<file path="src/rtl/serial_addsub.sv">
// serial_addsub: digit-serial adder/subtractor.
//   Processes DIGIT bits per clock, so one operation takes N = WIDTH/DIGIT
//   RUN steps plus the accept cycle (N+1 cycles from start to done).
//
// Ports:
//   clk     in   clock, rising edge
//   rst     in   synchronous active-high reset
//   start   in   begin an operation (accepted only in IDLE)
//   a, b    in   WIDTH-bit operands
//   sub     in   0 = a+b, 1 = a-b
//   busy    out  high while an operation is in progress
//   done    out  one-cycle completion pulse
//   result  out  registered sum/difference, held until the next completion
//   cout    out  carry out of the MSB (for sub, 1 = no borrow)
//   ovf     out  two's-complement signed overflow
//
// state  | meaning
// IDLE   | waiting for start; outputs hold the last completed result
// RUN    | one digit step per clock, N steps in total
module serial_addsub #(
  parameter int WIDTH = 8,
  parameter int DIGIT = 1
) (
  input  logic             clk,
  input  logic             rst,
  input  logic             start,
  input  logic [WIDTH-1:0] a,
  input  logic [WIDTH-1:0] b,
  input  logic             sub,
  output logic             busy,
  output logic             done,
  output logic [WIDTH-1:0] result,
  output logic             cout,
  output logic             ovf
);

  generate
    if (WIDTH < 2 || WIDTH > 64 || DIGIT < 1 || (WIDTH % DIGIT) != 0) begin : g_bad_params
      $error("serial_addsub: illegal WIDTH=%0d / DIGIT=%0d", WIDTH, DIGIT);
    end
  endgenerate

  localparam int N  = WIDTH / DIGIT;
  // N+1 keeps the counter at least one bit wide when DIGIT == WIDTH.
  localparam int CW = $clog2(N + 1);

  typedef enum logic {
    S_IDLE = 1'b0,
    S_RUN  = 1'b1
  } state_t;

  state_t           state_q, state_d;
  logic [WIDTH-1:0] a_q, a_d;
  logic [WIDTH-1:0] b_q, b_d;
  logic [WIDTH-1:0] part_q, part_d;
  logic             sub_q, sub_d;
  logic             carry_q, carry_d;
  logic [CW-1:0]    cnt_q, cnt_d;
  logic [WIDTH-1:0] result_q, result_d;
  logic             cout_q, cout_d;
  logic             ovf_q, ovf_d;
  logic             done_q, done_d;

  logic [DIGIT-1:0] a_dig;
  logic [DIGIT-1:0] b_dig;
  logic [DIGIT:0]   dsum;
  logic             cin_msb;
  logic             last_step;

  always_comb begin
    a_dig     = a_q[DIGIT-1:0];
    // Subtraction is a + ~b + 1; the +1 comes from the carry preset at accept.
    b_dig     = b_q[DIGIT-1:0] ^ {DIGIT{sub_q}};
    dsum      = {1'b0, a_dig} + {1'b0, b_dig} + {{DIGIT{1'b0}}, carry_q};
    // Carry into the top bit of this digit, recovered from its sum bit.
    cin_msb   = dsum[DIGIT-1] ^ a_dig[DIGIT-1] ^ b_dig[DIGIT-1];
    last_step = (cnt_q == CW'(N - 1));

    state_d  = state_q;
    a_d      = a_q;
    b_d      = b_q;
    part_d   = part_q;
    sub_d    = sub_q;
    carry_d  = carry_q;
    cnt_d    = cnt_q;
    result_d = result_q;
    cout_d   = cout_q;
    ovf_d    = ovf_q;
    done_d   = 1'b0;

    case (state_q)
      S_IDLE: begin
        if (start) begin
          a_d     = a;
          b_d     = b;
          sub_d   = sub;
          carry_d = sub;
          cnt_d   = '0;
          part_d  = '0;
          state_d = S_RUN;
        end
      end
      S_RUN: begin
        a_d     = a_q >> DIGIT;
        b_d     = b_q >> DIGIT;
        // New digit enters at the MSB end; after N steps the LSB digit is at the bottom.
        part_d  = (part_q >> DIGIT) | (WIDTH'(dsum[DIGIT-1:0]) << (WIDTH - DIGIT));
        carry_d = dsum[DIGIT];
        cnt_d   = cnt_q + CW'(1);
        if (last_step) begin
          result_d = part_d;
          cout_d   = dsum[DIGIT];
          ovf_d    = cin_msb ^ dsum[DIGIT];
          done_d   = 1'b1;
          state_d  = S_IDLE;
        end
      end
      default: state_d = S_IDLE;
    endcase
  end

  always_ff @(posedge clk) begin
    if (rst) begin
      state_q  <= S_IDLE;
      a_q      <= '0;
      b_q      <= '0;
      part_q   <= '0;
      sub_q    <= 1'b0;
      carry_q  <= 1'b0;
      cnt_q    <= '0;
      result_q <= '0;
      cout_q   <= 1'b0;
      ovf_q    <= 1'b0;
      done_q   <= 1'b0;
    end else begin
      state_q  <= state_d;
      a_q      <= a_d;
      b_q      <= b_d;
      part_q   <= part_d;
      sub_q    <= sub_d;
      carry_q  <= carry_d;
      cnt_q    <= cnt_d;
      result_q <= result_d;
      cout_q   <= cout_d;
      ovf_q    <= ovf_d;
      done_q   <= done_d;
    end
  end

  assign busy   = (state_q == S_RUN);
  assign done   = done_q;
  assign result = result_q;
  assign cout   = cout_q;
  assign ovf    = ovf_q;

endmodule

</file>
<file path="config.mk">
export PLATFORM = sky130hd
export DESIGN_NAME = serial_addsub
export DESIGN_NICKNAME = d
export VERILOG_FILES = /design/src/rtl/serial_addsub.sv
export SDC_FILE = /design/constraint.sdc
export NUM_CORES = 1
export LEC_CHECK = 0
export BUFFER_PORTS_ARGS = -buffer_cell sky130_fd_sc_hd__buf_2
export CAP_MARGIN = 25
export CORE_MARGIN = 2
export CORE_UTILIZATION = 54
export DETAILED_ROUTE_END_ITERATION = 16
export PLACE_DENSITY_LB_ADDON = 0.1
export SYNTH_ARGS = -nofsm -noshare
export SYNTH_HDL_FRONTEND = slang
export SYNTH_SLANG_ARGS = --single-unit
export TNS_END_PERCENT = 5
</file>
<file path="constraint.sdc">
create_clock -name clk -period 1.84 [get_ports clk]
set_clock_uncertainty 0.15 [all_clocks]
set_input_delay 0.368 -clock clk [delete_from_list [all_inputs] [get_ports clk]]
set_output_delay 0.368 -clock clk [all_outputs]
set_load 0.05 [all_outputs]
</file>
==> results.md <==
* Hold-fix buffers at CTS at 0
* Final Setup Violations at 0
* FF-to-FF setup slack at 0.13 ns
* M1 WL at 1300 µm
* Max VDD drop at 0.000566 V
* DR DRC count at 0
* R2R depth at 5
* 1st-pass router iterations at 4
* Minimum clock period after layout at 1.74 ns
* #FFs+latches synth at 41
* Met2 WL at 1470 µm
* CP required at 1.32 ns
* Vias in the first global route at 1,202
* TritonCTS Buffers at 5
* WP data arrival at 1.22 ns
* Reg-to-reg startpoint: a_q[0]
* Final period utilization at 94.5%
* Final wirelength at 2930 µm
* Max Clk Rate at 575 MHz
* Status: completed
* Worst Setup EP: busy
* Seq/Total Area, Yosys at 47.4%
* H-tree level count at 2
* WHS Path Cells at 3
* Largest net degree at the start of global routing at 29
* Critical-path maximum fanout at 17
* Seq. cell area at 822 µm²
* First-pass GRT wire length at 5150 µm
* Buf+Inv Stages, Crit Path at 1
* I/O Pins at 32
* Vias at 1,224
* Synth Instances at 165
* R2R Path End: ovf
* Clock root buffer: clkbuf_4
* Pwr dens at 867 nW/µm²
* Final ANT Viol Nets at 0
* # diodes at 0
* CTS tree: yes
* Worst Hold Class: input pin to flop
* Hold Crit Start: sub
* CP startpoint: busy
* GPL Wtd Cong at 0.694
* Detailed placement HPWL at 2100 µm
* Slew margin rel. at 70.1%
* LEAKAGE at 0.000910 µW
* Pins Over Slew Limit at 0
* CP top delay family: flip-flops
* # Post-CTS Setup Buffers at 0
* CP endpoint kind: primary output
* Setup CP Type: flop to primary output
* Die ar. at 3680 µm²
* Synthesized area per cell at 10.5 µm²
* Setup tns final at 0 ns
* Die Width at 60.6 µm
* Initial antenna violation count at 0
* Max_cap viols at 0
* Slowest CP cell: dfxtp_2
* Die Span Y at 60.6 µm
* Yosys synthesis warning count at 0
* Cell area after synthesis at 1730 µm²
* Clk buf depth at 2
* Synth cell types at 26
* Starting DRT DRC Count at 37
* PortBufs at 31
* Footprint of the multi-input gates at 823 µm²
* Max layer used: met4
* Worst hold slack at 0.168 ns
* Crit path largest cell delay at 0.56 ns
* Post-Syn Nets at 188
* Share of layout cells above drive strength 1 at 31.1%
* Post-layout util at 65.7%
* Worst Tran Pin Value at 0.448 ns
* Startpoint Class: flop
* Clk pin slew, worst setup/hold paths at 0.11 ns
* Wire per inst at 12.2 µm
* Clock Latency Late Sink at 0.33 ns
* Levels on crit path at 1
* Synth-to-layout area growth at 15.8%
* Global route total overflow at 0
* GR Util All Layers at 18.9%
* Crit-path cells: buf_2
* Post-cts resize count at 0
* Unrepaired setup endpoints after global routing: no
* Vias per inst at 5.10
* Count of final hold-check violations at 0
* Clock sinks at 41
* Fill cells at 278
* Core Rows at 20
* Core box area at 3050 µm²
* Starting Density at 56.7%
* Length of routed met3 wiring at 141 µm
* Final layout net count at 218
registers in the layout, indices dropped and copies added (netlist names):
signal	flops
cout	1
cnt_q	4
ovf	1
busy	1
done	1
sub_q	1
part_q	7
result	8
b_q	8
carry_q	1
a_q	8
cell type report:
cell class	instances	share of cell area (%)
clock buffers	6	2.56
clock inverters	2	1.87
inverters	5	0.936
multi-input cells	107	41.0
flip-flops and latches	41	41.0
well taps	44	2.74
repair buffers	35	9.86
placed cells by master (no fill, tap or decap):
cell type and n:
dfxtp_1 40, buf_2 31, nor2_1 24, mux2i_1 17, mux2_2 14, a21oi_1 12, a22o_1 9, nor3b_1 8
inv_1 5, clkbuf_4 5, a211oi_1 4, nor3_1 3, buf_4 3, xnor2_1 2, nor2b_1 2, xor2_1 2
ha_1 2, nand4b_4 1, nor2b_4 1, nand3b_1 1, o21ai_0 1, nand3_1 1, nor2_2 1, a21o_1 1
fa_1 1, dfxtp_2 1, clkbuf_8 1, bufinv_16 1, clkinvlp_4 1, buf_12 1
worst min-delay path by stage:
| stage | to |
|---|---|
| 5_1_grt | sub_q |
| 4_1_cts | sub_q |
| 2_1_floorplan | result[0] |
| 6_report | sub_q |
| 3_3_place_gp | cout |
| 3_5_place_dp | cout |
kinds of logic (layout without fill, tap and decap cells):
| logic type | after synthesis | in the layout | synth area share, % |
|---|---|---|---|
| compound gates | 27 | 27 | 10.5 |
| xor+xnor | 4 | 4 | 2.02 |
| fa+ha+maj | 3 | 3 | 2.60 |
| buf+inv | 17 | 48 | 5.06 |
| flops | 41 | 41 | 47.4 |
| mux | 31 | 31 | 18.9 |
| simple gates | 42 | 42 | 13.5 |
stage by stage:
step                      setup WS [ns]  cell area [µm²]  instances  total power (µW)
after global placement            0.207             1920        232              1150
after detailed placement          0.150             1920        232              1160
after floorplan                   0.161             1730        165              1110
after global routing             0.0132             2010        240              1840
after CTS                        0.0749             2010        240              1770
final                             0.102             2010        240              1740
layer usage:
metal | up-vias | GRT usage, %
li1 | 630 | -
met5 | - | 0
met3 | 2 | 5.76
met1 | 565 | 21.2
met2 | 27 | 33.8
met4 | 0 | 6.52
report_power, final:
group          switching (µW)  leakage (µW)  total, µW  internal (µW)
clock network             275     0.0000445        598            323
registers                27.4      0.000334        948            921
logic                    95.0      0.000531        194           98.7
Yosys cell counts:
master / n / area share, %
dfxtp_1: 41 / 47
nor2_1: 24 / 5.2
mux2i_1: 17 / 9.8
mux2_2: 14 / 9.1
a21oi_1: 12 / 3.5
a22o_1: 9 / 4.6
nor3b_1: 8 / 3.5
buf_2: 7 / 2.0
inv_1: 5 / 1.1
a211oi_1: 4 / 1.7
nor3_1: 3 / 0.87
buf_4: 2 / 0.87
clkbuf_1: 2 / 0.43
ha_1: 2 / 1.4
nor2b_1: 2 / 0.72
xnor2_1: 2 / 1.0
xor2_1: 2 / 1.0
a21o_1: 1 / 0.43
buf_6: 1 / 0.65
fa_1: 1 / 1.2
nand3_1: 1 / 0.29
nand3b_1: 1 / 0.43
nand4b_4: 1 / 1.4
nor2_2: 1 / 0.36
nor2b_4: 1 / 0.79
o21ai_0: 1 / 0.29
(Power assumes the default switching activity.)
